==> config.mk <==
export PLATFORM = sky130hd
export DESIGN_NAME = spi_master
export DESIGN_NICKNAME = d
export VERILOG_FILES = /design/src/rtl/spi_pkg.sv /design/src/rtl/spi_clk_div.sv /design/src/rtl/spi_master.sv
export SDC_FILE = /design/constraint.sdc
export NUM_CORES = 1
export LEC_CHECK = 0
export BUFFER_PORTS_ARGS = -buffer_cell sky130_fd_sc_hd__buf_4
export CAP_MARGIN = 20
export CELL_PAD_IN_SITES_DETAIL_PLACEMENT = 1
export CELL_PAD_IN_SITES_GLOBAL_PLACEMENT = 1
export CORE_ASPECT_RATIO = 1.2
export CORE_MARGIN = 2
export CORE_UTILIZATION = 45
export DETAILED_ROUTE_END_ITERATION = 7
export PLACE_DENSITY_LB_ADDON = 0.08
export SYNTH_ARGS = -nofsm -noshare
export SYNTH_HDL_FRONTEND = slang
export SYNTH_HIERARCHICAL = 1
export SYNTH_SLANG_ARGS = --single-unit
==> constraint.sdc <==
create_clock -name clk -period 2.4 [get_ports clk]
set_clock_uncertainty 0.1 [all_clocks]
set_input_delay 0.36 -clock clk [delete_from_list [all_inputs] [get_ports clk]]
set_output_delay 0.36 -clock clk [all_outputs]
set_load 0.01 [all_outputs]
==> src/rtl/spi_pkg.sv <==
// Shared definitions for the SPI master and the spiSlave block.
// Holds the controller state encoding, the default word width, the smallest
// usable sck divider, and the SPI mode this link runs in (mode 0).
package spi_pkg;

  typedef enum logic [2:0] {
    IDLE,
    LEAD,
    XFER,
    TRAIL,
    GAP
  } spi_state_e;

  localparam int SPI_DATA_WIDTH  = 8;
  localparam int SPI_MIN_CLK_DIV = 2;

  // Mode 0: sck idles low, data sampled on the rising sck edge.
  localparam bit CPOL = 1'b0;
  localparam bit CPHA = 1'b0;

endpackage

==> src/rtl/spi_clk_div.sv <==
// sck phase divider: counts clk cycles and pulses o_tick on the cycle that
// completes CLK_DIV cycles since the last wrap or clear.
// Ports:
//   clk     system clock
//   rst     async active-low reset
//   i_clr   hold the count at 0 (keeps every state entry phase-aligned)
//   o_tick  combinational, high while the count sits at CLK_DIV-1
module spi_clk_div #(
  parameter int CLK_DIV = 4
) (
  input  logic clk,
  input  logic rst,
  input  logic i_clr,
  output logic o_tick
);

  localparam int CW = (CLK_DIV > 1) ? $clog2(CLK_DIV) : 1;

  logic [CW-1:0] r_cnt;

  assign o_tick = (r_cnt == CW'(CLK_DIV - 1));

  always_ff @(posedge clk or negedge rst) begin
    if (!rst)                r_cnt <= '0;
    else if (i_clr || o_tick) r_cnt <= '0;
    else                     r_cnt <= r_cnt + CW'(1);
  end

endmodule

==> src/rtl/spi_master.sv <==
// SPI mode-0 master, MSB first, one DATA_WIDTH-bit word per start.
// Ports:
//   clk, rst         system clock, async active-low reset
//   start, din       request + word to send (sampled only in IDLE)
//   dout, done       received word and its one-cycle valid pulse
//   busy             high from the accepting edge until back in IDLE
//   ss, sck, mosi    serial outputs (ss active-low, sck idles low)
//   miso             serial input, same clk domain as the slave
// CLK_DIV is the sck half-period in clk cycles and must be >= 2.
module spi_master
  import spi_pkg::*;
#(
  parameter int DATA_WIDTH = SPI_DATA_WIDTH,
  parameter int CLK_DIV    = 4
) (
  input  logic                  clk,
  input  logic                  rst,
  input  logic                  start,
  input  logic [DATA_WIDTH-1:0] din,
  output logic [DATA_WIDTH-1:0] dout,
  output logic                  busy,
  output logic                  done,
  output logic                  ss,
  output logic                  sck,
  output logic                  mosi,
  input  logic                  miso
);

  localparam int BW = $clog2(DATA_WIDTH) + 1;

  spi_state_e            r_state, w_state;
  logic [DATA_WIDTH-1:0] r_tx, w_tx;
  logic [DATA_WIDTH-1:0] r_rx, w_rx;
  logic [DATA_WIDTH-1:0] r_dout, w_dout;
  logic [BW-1:0]         r_bit, w_bit;
  logic                  r_ss, w_ss;
  logic                  r_sck, w_sck;
  logic                  r_mosi, w_mosi;
  logic                  r_busy, w_busy;
  logic                  r_done, w_done;
  logic                  w_tick;

  // Divider held in reset while idle; every other state change happens on a
  // tick, where the divider wraps to 0 by itself.
  spi_clk_div #(.CLK_DIV(CLK_DIV)) u_div (
    .clk    (clk),
    .rst    (rst),
    .i_clr  (r_state == IDLE),
    .o_tick (w_tick)
  );

  always_ff @(posedge clk or negedge rst) begin
    if (!rst) begin
      r_state <= IDLE;
      r_tx    <= '0;
      r_rx    <= '0;
      r_dout  <= '0;
      r_bit   <= '0;
      r_ss    <= 1'b1;
      r_sck   <= 1'b0;
      r_mosi  <= 1'b0;
      r_busy  <= 1'b0;
      r_done  <= 1'b0;
    end else begin
      r_state <= w_state;
      r_tx    <= w_tx;
      r_rx    <= w_rx;
      r_dout  <= w_dout;
      r_bit   <= w_bit;
      r_ss    <= w_ss;
      r_sck   <= w_sck;
      r_mosi  <= w_mosi;
      r_busy  <= w_busy;
      r_done  <= w_done;
    end
  end

  always_comb begin
    w_state = r_state;
    w_tx    = r_tx;
    w_rx    = r_rx;
    w_dout  = r_dout;
    w_bit   = r_bit;
    w_ss    = r_ss;
    w_sck   = r_sck;
    w_mosi  = r_mosi;
    w_busy  = r_busy;
    w_done  = 1'b0;
    case (r_state)
      IDLE: begin
        w_ss  = 1'b1;
        w_sck = 1'b0;
        if (start) begin
          w_tx    = din;
          w_ss    = 1'b0;
          w_mosi  = din[DATA_WIDTH-1];
          w_busy  = 1'b1;
          w_bit   = '0;
          w_state = LEAD;
        end
      end
      // First rising sck; mosi already holds the MSB for a full half-period.
      LEAD: begin
        if (w_tick) begin
          w_sck   = 1'b1;
          w_rx    = {r_rx[DATA_WIDTH-2:0], miso};
          w_bit   = r_bit + BW'(1);
          w_state = XFER;
        end
      end
      XFER: begin
        if (w_tick) begin
          if (!r_sck) begin
            w_sck = 1'b1;
            w_rx  = {r_rx[DATA_WIDTH-2:0], miso};
            w_bit = r_bit + BW'(1);
          end else begin
            w_sck = 1'b0;
            // After the last rising edge mosi keeps the LSB into TRAIL.
            if (r_bit == BW'(DATA_WIDTH)) begin
              w_state = TRAIL;
            end else begin
              w_tx   = {r_tx[DATA_WIDTH-2:0], 1'b0};
              w_mosi = r_tx[DATA_WIDTH-2];
            end
          end
        end
      end
      TRAIL: begin
        if (w_tick) begin
          w_ss    = 1'b1;
          w_mosi  = 1'b0;
          w_dout  = r_rx;
          w_done  = 1'b1;
          w_state = GAP;
        end
      end
      GAP: begin
        if (w_tick) begin
          w_busy  = 1'b0;
          w_state = IDLE;
        end
      end
      default: w_state = IDLE;
    endcase
  end

  assign dout = r_dout;
  assign busy = r_busy;
  assign done = r_done;
  assign ss   = r_ss;
  assign sck  = r_sck;
  assign mosi = r_mosi;

endmodule

==> results of run 1 <==
==> worst register-to-register path: stages, from the launching register on <==
cell	delay, ps
dfrtp_1	360
ha_1	410
inv_1	190
a221oi_4	380
nand3_2	240
mux2_2	330
==> through the flow <==
| step | power (W) | util, % | setup slack [ps] | cells | area, µm² |
|---|---|---|---|---|---|
| final | 0.00122 | 56.8 | 280 | 230 | 2100 |
| after global routing | 0.00126 | 56.8 | 166 | 230 | 2100 |
| after CTS | 0.00124 | 56.8 | 277 | 230 | 2100 |
| after detailed placement | 0.000678 | 53.4 | 304 | 221 | 1970 |
| after global placement | 0.000676 | 53.4 | 348 | 221 | 1970 |
| after floorplan | 0.000648 | - | 554 | 150 | 1770 |
==> routing by layer <==
layer	global-route usage, %	share of wire (%)	vias to the layer above
li1	-	-	574
met2	33.7	53	21
met5	0	0	-
met4	7.25	1.8	0
met3	3.90	3.6	7
met1	21.7	42	603
==> final cells by class <==
cell class | instances | area (µm²) | area share [%]
timing repair buffer | 26 | 198 | 9.42
multi-input combinational | 101 | 771 | 36.7
sequential | 37 | 927 | 44.2
clock inverter | 1 | 30.0 | 1.43
inverter | 6 | 22.5 | 1.07
clock buffer | 7 | 86.3 | 4.11
tap | 52 | 65.1 | 3.10
==> placed cells by master, fill, tap and decap left out, types with 2 or more instances in the layout <==
master,netlist,final
inv_1,4,4
mux2_2,20,20
nand2_1,31,31
ha_1,3,3
dfrtp_1,36,36
a21oi_1,5,5
clkbuf_8,0,6
or2_2,2,2
buf_4,2,25
o21ai_0,5,5
inv_2,2,2
nand4_1,2,2
mux2i_1,3,3
nor3_1,2,2
nand3_1,2,2
nand2b_1,2,2
nor2_1,2,2
==> flip-flops by register name (all words and copies together) (netlist names) <==
name         flops
sck              1
r_tx             7
busy             1
ss               1
dout             8
done             1
r_state          3
r_bit            4
r_rx             8
mosi             1
u_div/r_cnt      2
==> kinds of logic (layout without fill, tap and decap cells) <==
family | count (synthesis) | after routing | share of synthesized area (%)
multiplexers | 24 | 24 | 15.3
flip-flops | 37 | 37 | 52.4
adder cells (fa/ha/maj) | 3 | 3 | 2.12
AND/OR/NAND/NOR | 54 | 54 | 16.7
AO/OA/AOI/OAI | 19 | 19 | 8.99
XOR/XNOR | 1 | 1 | 0.495
buffers and inverters | 12 | 40 | 3.96
==> power groups by stage <==
stage	clock (W)	combinational [W]	sequential, W
2_1_floorplan	0	0.00000503	0.000643
3_3_place_gp	0	0.0000320	0.000644
3_5_place_dp	0	0.0000332	0.000644
4_1_cts	0.000570	0.0000347	0.000632
5_1_grt	0.000591	0.0000377	0.000633
6_report	0.000557	0.0000331	0.000632
==> worst max-delay path by stage <==
| stage | to | slack (ps) | depth (start not counted) |
|---|---|---|---|
| 5_1_grt | r_tx[1] | 170 | 5 |
| 2_1_floorplan | r_tx[1] | 550 | 6 |
| 6_report | r_tx[6] | 280 | 5 |
| 3_5_place_dp | r_tx[6] | 300 | 5 |
| 4_1_cts | r_tx[1] | 280 | 5 |
| 3_3_place_gp | r_tx[1] | 350 | 5 |
==> timing repair <==
item | CTS | global route
endpoints found under the hold margin | 36 | 0
hold buffers | 1 | 0
resized for setup | 0 | 0
==> results.py, run 1 <==
metrics = {
    "die": {
        "rows": 24,
        "die_h_um": 72.7,
        "io_pins": 25,
        "core_mm2": 0.00369,
        "die_area_mm2": 0.00445,
        "fp.dieW_um": 61.2,
        "initial_core_util_pct": 47.9,
    },
    "clock_tree": {
        "cts_sinks": 37,
        "numCtsBuffers": 5,
        "cts_setup_buffers": 0,
        "cts_buffer_depth": 2,
        "cts_htree_levels": 2,
        "insertion_delay_ps": 280,
        "root_buffer": "clkbuf_8",
        "clk_pin_slew_ps": 70,
        "cts_tree": "built",
    },
    "sta": {
        "slew_headroom_pct": 59.1,
        "holdWs_ps": 164,
        "hold_viol": 0,
        "period_share_pct": 88.3,
        "fin_setup_tns_ps": 0,
        "finalCriticalPeriod_ps": 2120,
        "setup_violations": 0,
        "tightest_slew_ps": 608,
        "fmax_ghz": 0.472,
        "rsz0062_at_grt": "false",
        "slew_violations": 0,
    },
    "global_route": {
        "grt-ovfl-total": 0,
        "grt_pass1_wl_mm": 6.18,
        "grt_max_degree": 38,
        "grt_usage_pct": 19.0,
        "antenna_found_initial": 0,
        "grt_pass1_vias": 1350,
    },
    "synth": {
        "synthTopCellsByCount": "36 x dfrtp_1, 31 x nand2_1, 20 x mux2_2",
        "synth_area_leaders": "dfrtp_1 51%, mux2_2 13%, nand2_1 6.6%, ha_1 2.1%, mux2i_1 1.7%",
        "syn_nets": 165,
        "ys.warnings.count": 6,
        "synth_area_per_cell_um2": 11.8,
        "ys_seq_area_share_pct": 52.4,
        "yosysMostFrequentCell": "dfrtp_1",
        "synth_cell_type_count": 42,
        "ys_ff_latch": 37,
        "syn_area_mm2": 0.00177,
        "netlist.area_leader.share_pct": 51.0,
        "synth-main-ff-cell": "dfrtp_1",
        "synth_edf_count": 0,
        "syn_inst": 150,
        "synth_top_area_cell": "dfrtp_1",
        "async_reset_ff_share_pct": 100,
    },
    "setup_path": {
        "crit_chain": "ha_1, inv_1, a221oi_4, nand3_2, mux2_2",
        "setup.worst_path.end_class": "flip-flop",
        "critPathSlowestCell": "ha_1",
        "reg2reg_slack_ps": 280,
        "cp_max_fo": 10,
        "crit_family": "adder cells",
        "critical_path.max_stage_delay_ps": 410,
        "cp-start-kind": "flip-flop",
        "crit_start": "u_div/r_cnt[0]",
        "critical_path_buf_inv_count": 1,
        "worstReg2RegStart": "u_div/r_cnt[0]",
        "cp.arrival_ps": 2190,
        "rr_worst_depth": 5,
        "crit_type": "flip-flop to flip-flop",
        "cp_data_required_time_ps": 2470,
        "rr_endpoint": "r_tx[6]",
    },
    "pwr": {
        "power.leakage_nw": 1.08,
        "combPwrFrac_pct": 2.7,
        "switchingPower_w": 0.000239,
        "pwr-share-clk_pct": 45.6,
        "internal_power_w": 0.000984,
        "swShare_pct": 19.5,
        "power_density_mw_per_mm2": 582,
        "ir_worst_vdd_v": 0.000442,
        "seq_power_share_pct": 51.7,
    },
    "layout": {
        "fill_cells": 420,
        "drive_gt1_share_pct": 38.8,
        "nNetsFinal": 192,
        "antenna_cells": 0,
        "area_delta_synth_final_pct": 18.8,
    },
    "outcome": {
        "run_status": "completed",
    },
    "worst_hold_path": {
        "min_to": "ss",
        "min_path_type": "input pin to flip-flop",
        "worstHoldStart": "start",
        "worstHoldPathCells": 2,
    },
    "placed_design": {
        "gp_congestion": 0.734,
        "dp_hpwl_mm": 2.54,
        "port_buffers": 24,
    },
    "route": {
        "avgRoutedWirePerCell_um": 16.0,
        "vias_per_cell": 5.24,
        "drt_wl_total_mm": 3.67,
        "postRouteAntennaNets": 0,
        "first_pass_iters": 2,
        "drt-initial-drc-count": 20,
        "drc_errors": 0,
        "vias": 1205,
    },
    "job": {
        "maxCapViolations": 0,
    },
}
(Power assumes the default switching activity.)
==> run 2, diff against run 1 <==
- CORE_MARGIN: 2 -> unset
- HOLD_SLACK_MARGIN: unset -> 0.02
==> run 2 against run 1 <==
  * Setup slack gained 6.5 ps
  * Routed wire length shrank 1.8%
  * Final area grew 0.18%
  * Largest power group unchanged
  * Clock-buffer cell count shrank 1
  * Final cell count is the same
==> results.py, run 2 (synthesis gave the netlist of run 1 again) <==
metrics = {
    "outcome": {
        "run_status": "completed",
    },
    "setup_path": {
        "setup.worst_path.end_class": "flip-flop",
        "crit_type": "flip-flop to flip-flop",
        "cp_max_fo": 10,
        "critical_path_buf_inv_count": 1,
        "cp-start-kind": "flip-flop",
        "cp_data_required_time_ps": 2470,
        "cp.arrival_ps": 2190,
        "critical_path.max_stage_delay_ps": 420,
        "crit_start": "u_div/r_cnt[0]",
        "crit_family": "adder cells",
        "critPathSlowestCell": "ha_1",
        "worstReg2RegStart": "u_div/r_cnt[0]",
        "crit_chain": "ha_1, inv_1, a221oi_4, nand3_2, mux2_2",
    },
    "die": {
        "io_pins": 25,
        "core_mm2": 0.00369,
        "die_area_mm2": 0.00418,
        "die_h_um": 70.7,
        "fp.dieW_um": 59.2,
        "rows": 24,
        "initial_core_util_pct": 47.9,
    },
    "route": {
        "drc_errors": 0,
        "drt-initial-drc-count": 33,
        "wl_met1_mm": 1.58,
        "first_pass_iters": 4,
        "drt_wl_total_mm": 3.61,
        "wl_met3_um": 112,
        "postRouteAntennaNets": 0,
        "vias_per_cell": 5.21,
        "avgRoutedWirePerCell_um": 15.7,
        "vias": 1198,
        "met2_length_mm": 1.85,
        "top_layer_used": "met4",
    },
    "clock_tree": {
        "root_buffer": "clkbuf_8",
        "clk_pin_slew_ps": 80,
        "cts_buffer_depth": 2,
        "cts_sinks": 37,
        "numCtsBuffers": 5,
        "cts_htree_levels": 2,
        "cts_resized": 0,
        "holdBufCountCts": 1,
        "cts_setup_buffers": 0,
        "cts_tree": "built",
        "insertion_delay_ps": 290,
    },
    "sta": {
        "slew_violations": 0,
        "setup_violations": 0,
        "hold_viol": 0,
        "tightest_slew_ps": 536,
        "period_share_pct": 88.1,
        "rsz0062_at_grt": "false",
        "finalCriticalPeriod_ps": 2110,
        "slew_headroom_pct": 64.3,
        "fmax_ghz": 0.473,
        "fin_setup_tns_ps": 0,
    },
    "placed_design": {
        "port_buffers": 24,
        "dp.cells": 221,
        "gp_congestion": 0.751,
        "dp_hpwl_mm": 2.46,
    },
    "pwr": {
        "internal_power_w": 0.000983,
        "power_density_mw_per_mm2": 584,
        "combPwrFrac_pct": 2.7,
        "power.leakage_nw": 1.08,
        "pwr-share-clk_pct": 45.8,
        "swShare_pct": 20.0,
        "switchingPower_w": 0.000246,
        "ir_worst_vdd_v": 0.000364,
        "seq_power_share_pct": 51.4,
    },
    "global_route": {
        "antenna_found_initial": 0,
        "grt_pass1_wl_mm": 6.31,
        "grt-ovfl-total": 0,
        "grt_usage_pct": 20.4,
        "grt_max_degree": 38,
        "grt_pass1_vias": 1301,
    },
    "layout": {
        "fill_cells": 408,
        "fin_cells": 230,
        "layout_commonest_cell": "dfrtp_1",
        "area_delta_synth_final_pct": 19.0,
        "final_cell_mix": "36 x dfrtp_1, 31 x nand2_1, 25 x buf_4, 20 x mux2_2, 6 x clkbuf_8",
        "nNetsFinal": 192,
        "antenna_cells": 0,
        "drive_gt1_share_pct": 39.3,
    },
    "worst_hold_path": {
        "min_path_type": "input pin to flip-flop",
        "worstHoldStart": "start",
    },
    "job": {
        "maxCapViolations": 0,
    },
}
[run 2: cell count changes in the layout (fill, tap and decap cells not counted)]
cell        change
clkbuf_1        -1
clkinvlp_4      +1
[run 2: metal layers]
metal / GRT usage (%) / vias up
met1: 25.4 / 599
met2: 33.8 / 20
met4: 7.67 / 0
li1: - / 574
met5: 0 / -
met3: 4.94 / 5
[run 2: path summary, 6_finish.rpt]
kind | slack (ps) | to | cells after the start
max in group asynchronous | 1360 | ss | 2
max reg2reg | 290 | r_tx[5] | 5
min in group asynchronous | 480 | sck | 2
min reg2reg | 360 | u_div/r_cnt[0] | 1
min | 160 | ss | 2
max | 290 | r_tx[5] | 5
[run 2: metrics by stage]
stage	util [%]	cell area (µm²)	hold slack [ps]	total power (W)	setup slack, ps
after floorplan	-	1770	-35.6	0.000648	554
after global placement	53.4	1970	249	0.000676	363
after detailed placement	53.4	1970	254	0.000678	317
after CTS	56.9	2100	153	0.00124	276
after global routing	56.9	2100	159	0.00127	130
final	56.9	2100	161	0.00123	287
[run 2: area by class of cell]
class,count,area [µm²],share of cell area (%)
clock inverters,2,37.5,1.78
repair buffers,26,198,9.40
multi-input cells,101,771,36.6
inverters,6,22.5,1.07
clock buffers,6,82.6,3.93
well taps,52,65.1,3.09
flip-flops and latches,37,927,44.1
[run 2: power by group through the flow]
stage	clock network, W	registers, W	logic [W]
2_1_floorplan	0	0.000643	0.00000503
3_3_place_gp	0	0.000644	0.0000322
3_5_place_dp	0	0.000644	0.0000335
4_1_cts	0.000575	0.000632	0.0000347
5_1_grt	0.000601	0.000633	0.0000375
6_report	0.000563	0.000632	0.0000335
==> run 3, diff against run 2 <==
- ABC_AREA: unset -> 1
- CORE_UTILIZATION: 45 -> 42
- SYNTH_HIERARCHICAL: 1 -> unset
==> run 3 against run 2 <==
  * Utilization fell by 4.9 points
  * Register-to-register slack better by 360 ps
  * Sequential share of layout area is 2.0 points lower
  * Final area up 4.7%
  * Flip-flop and latch count did not move
  * Setup slack improved by 360 ps
  * Die area is 12% higher
  * Combinational power grew to 36 times the previous value
  * Highest routed layer unchanged
  * Global-route usage shrank 1.8 points
  * Total power is 120% higher
  * Critical path depth up 1
  * Routed wire length is 13% higher
==> results.py, run 3 <==
metrics = {
    "layout": {
        "antenna_cells": 0,
        "finalInstanceArea_mm2": 0.00220,
        "fin_util_pct": 52.1,
        "area_delta_synth_final_pct": 18.9,
        "nNetsFinal": 269,
        "multiInputGateArea_um2": 808,
        "fill_cells": 522,
        "final_cell_mix": "90 x nand2_1, 36 x dfrtp_1, 24 x buf_4, 21 x inv_1, 20 x nand3_1",
        "drive_gt1_share_pct": 21.6,
        "layout_commonest_cell": "nand2_1",
        "seqCellArea_um2": 927,
    },
    "die": {
        "initial_core_util_pct": 43.8,
        "die_area_mm2": 0.00468,
        "die_h_um": 74.7,
        "core_mm2": 0.00423,
        "rows": 26,
        "fp.dieW_um": 62.6,
        "io_pins": 25,
    },
    "synth": {
        "synth_cell_type_count": 22,
        "synth_area_leaders": "dfrtp_1 49%, nand2_1 18%, nand3_1 5.4%, inv_1 4.3%, o21ai_2 3.8%",
        "syn_inst": 225,
        "synthTopCellsByCount": "90 x nand2_1, 36 x dfrtp_1, 21 x inv_1",
        "syn_area_mm2": 0.00185,
        "netlist.area_leader.share_pct": 48.6,
        "synth-main-ff-cell": "dfrtp_1",
        "yosysMostFrequentCell": "nand2_1",
        "ys.warnings.count": 0,
        "ys_ff_latch": 37,
        "synth_edf_count": 0,
        "ys_seq_area_share_pct": 50.1,
        "syn_nets": 240,
        "async_reset_ff_share_pct": 100,
        "synth_area_per_cell_um2": 8.23,
        "synth_top_area_cell": "dfrtp_1",
    },
    "sta": {
        "slew_violations": 0,
        "finalCriticalPeriod_ps": 1750,
        "tightest_slew_ps": 490,
        "fmax_ghz": 0.572,
        "fin_setup_tns_ps": 0,
        "setup_violations": 0,
        "period_share_pct": 72.9,
        "slew_headroom_pct": 67.4,
        "hold_viol": 0,
        "layout_setup_ws_ps": 651,
        "rsz0062_at_grt": "false",
        "holdWs_ps": 227,
    },
    "global_route": {
        "antenna_found_initial": 0,
        "grt_pass1_wl_mm": 6.76,
        "grt-ovfl-total": 0,
        "grt_usage_pct": 18.6,
        "grt_pass1_vias": 1540,
        "grt_max_degree": 38,
    },
    "clock_tree": {
        "cts_buffer_depth": 2,
        "cts_setup_buffers": 0,
        "insertion_delay_ps": 280,
        "cts_tree": "built",
        "cts_resized": 0,
        "clk_pin_slew_ps": 80,
        "cts_htree_levels": 2,
        "numCtsBuffers": 5,
        "cts_sinks": 37,
        "root_buffer": "clkbuf_8",
    },
    "setup_path": {
        "cp_data_required_time_ps": 2480,
        "crit_family": "simple AND/OR/NAND/NOR gates",
        "crit_type": "flip-flop to flip-flop",
        "crit_start": "r_state[0]",
        "cp-start-kind": "flip-flop",
        "critical_path.max_stage_delay_ps": 480,
        "crit_chain": "nor2_1, nand2_1, nand2_1, nand2_1, nand2_1, nand2_1",
        "cp.arrival_ps": 1830,
        "worstReg2RegStart": "r_state[0]",
        "critical_path_buf_inv_count": 0,
        "setup.worst_path.end_class": "flip-flop",
        "cp_max_fo": 7,
        "crit_top_cell": "nand2_1",
        "critPathSlowestCell": "dfrtp_1",
    },
    "pwr": {
        "combPwrFrac_pct": 43.4,
        "swShare_pct": 41.9,
        "seq_power_share_pct": 36.1,
        "pwr-share-clk_pct": 20.5,
        "internal_power_w": 0.00159,
        "power.leakage_nw": 1.18,
        "ir_worst_vdd_v": 0.000812,
        "switchingPower_w": 0.00115,
        "power_density_mw_per_mm2": 1250,
    },
    "route": {
        "avgRoutedWirePerCell_um": 13.1,
        "drt-initial-drc-count": 69,
        "postRouteAntennaNets": 0,
        "vias_per_cell": 4.85,
        "first_pass_iters": 4,
        "vias": 1509,
        "drc_errors": 0,
        "drt_wl_total_mm": 4.07,
    },
    "worst_hold_path": {
        "worstHoldStart": "miso",
        "min_path_type": "input pin to flip-flop",
    },
    "job": {
        "maxCapViolations": 0,
    },
    "placed_design": {
        "port_buffers": 24,
        "dp_hpwl_mm": 2.86,
        "gp_congestion": 0.804,
        "pre_cts_slack_ps": 702,
        "place_area_mm2": 0.00208,
    },
    "outcome": {
        "run_status": "completed",
    },
}
[run 3: final timing paths]
| check | end | slack, ps | cells after the start |
|---|---|---|---|
| setup / recovery | r_bit[3] | 650 | 6 |
| hold / removal | r_rx[0] | 230 | 3 |
| setup reg to reg | r_bit[3] | 650 | 6 |
| hold reg to reg | u_div.r_cnt[0] | 350 | 1 |
| max in group asynchronous | ss | 1340 | 2 |
| min in group asynchronous | r_tx[3] | 510 | 2 |
[run 3: cell families (layout without fill, tap and decap cells)]
family                   after synthesis  after routing  synth area share (%)
flip-flops                            37             37                  50.1
AO/OA/AOI/OAI                         19             19                  7.37
XOR/XNOR                               1              1                 0.473
adder cells (fa/ha/maj)                3              3                  2.03
buffers and inverters                 27             57                  6.28
AND/OR/NAND/NOR                      138            138                  33.8
[run 3: layer usage]
layer,GRT usage [%],wire length (µm)
met1,22.1,1900
met3,2.58,76
met2,33.9,2020
met5,0,0
met4,8.27,72
[run 3: worst register-to-register path: stages (launching register included)]
cell     delay [ps]
dfrtp_1         480
nor2_1          300
nand2_1         240
nand2_1         240
nand2_1         140
nand2_1          90
nand2_1          50
[run 3: what timing repair did]
| action | in CTS | in global routing |
|---|---|---|
| hold buffers | 1 | 0 |
| endpoints found under the setup margin | 0 | 0 |
| hold endpoints to repair | 36 | 0 |
[run 3: area by class of cell]
cell class / count / area share [%]
clock buffers: 7 / 3.92
clock inverters: 1 / 1.36
inverters: 24 / 4.09
multi-input cells: 161 / 36.7
flip-flops and latches: 37 / 42.1
well taps: 56 / 3.18
repair buffers: 25 / 8.64
[run 3: through the flow]
| stage | cells | power (W) |
|---|---|---|
| 3_5_place_dp | 302 | 0.00221 |
| 3_3_place_gp | 302 | 0.00218 |
| 6_report | 311 | 0.00274 |
| 2_1_floorplan | 225 | 0.00186 |
| 4_1_cts | 311 | 0.00278 |
| 5_1_grt | 311 | 0.00297 |
[run 3: power groups by stage]
stage               clock network (W)  registers, W  logic [W]
floorplan                           0      0.000990   0.000874
global placement                    0      0.000993    0.00118
detailed placement                  0       0.00100    0.00120
CTS                          0.000570      0.000993    0.00122
global route                 0.000593       0.00102    0.00137
finish                       0.000561      0.000991    0.00119
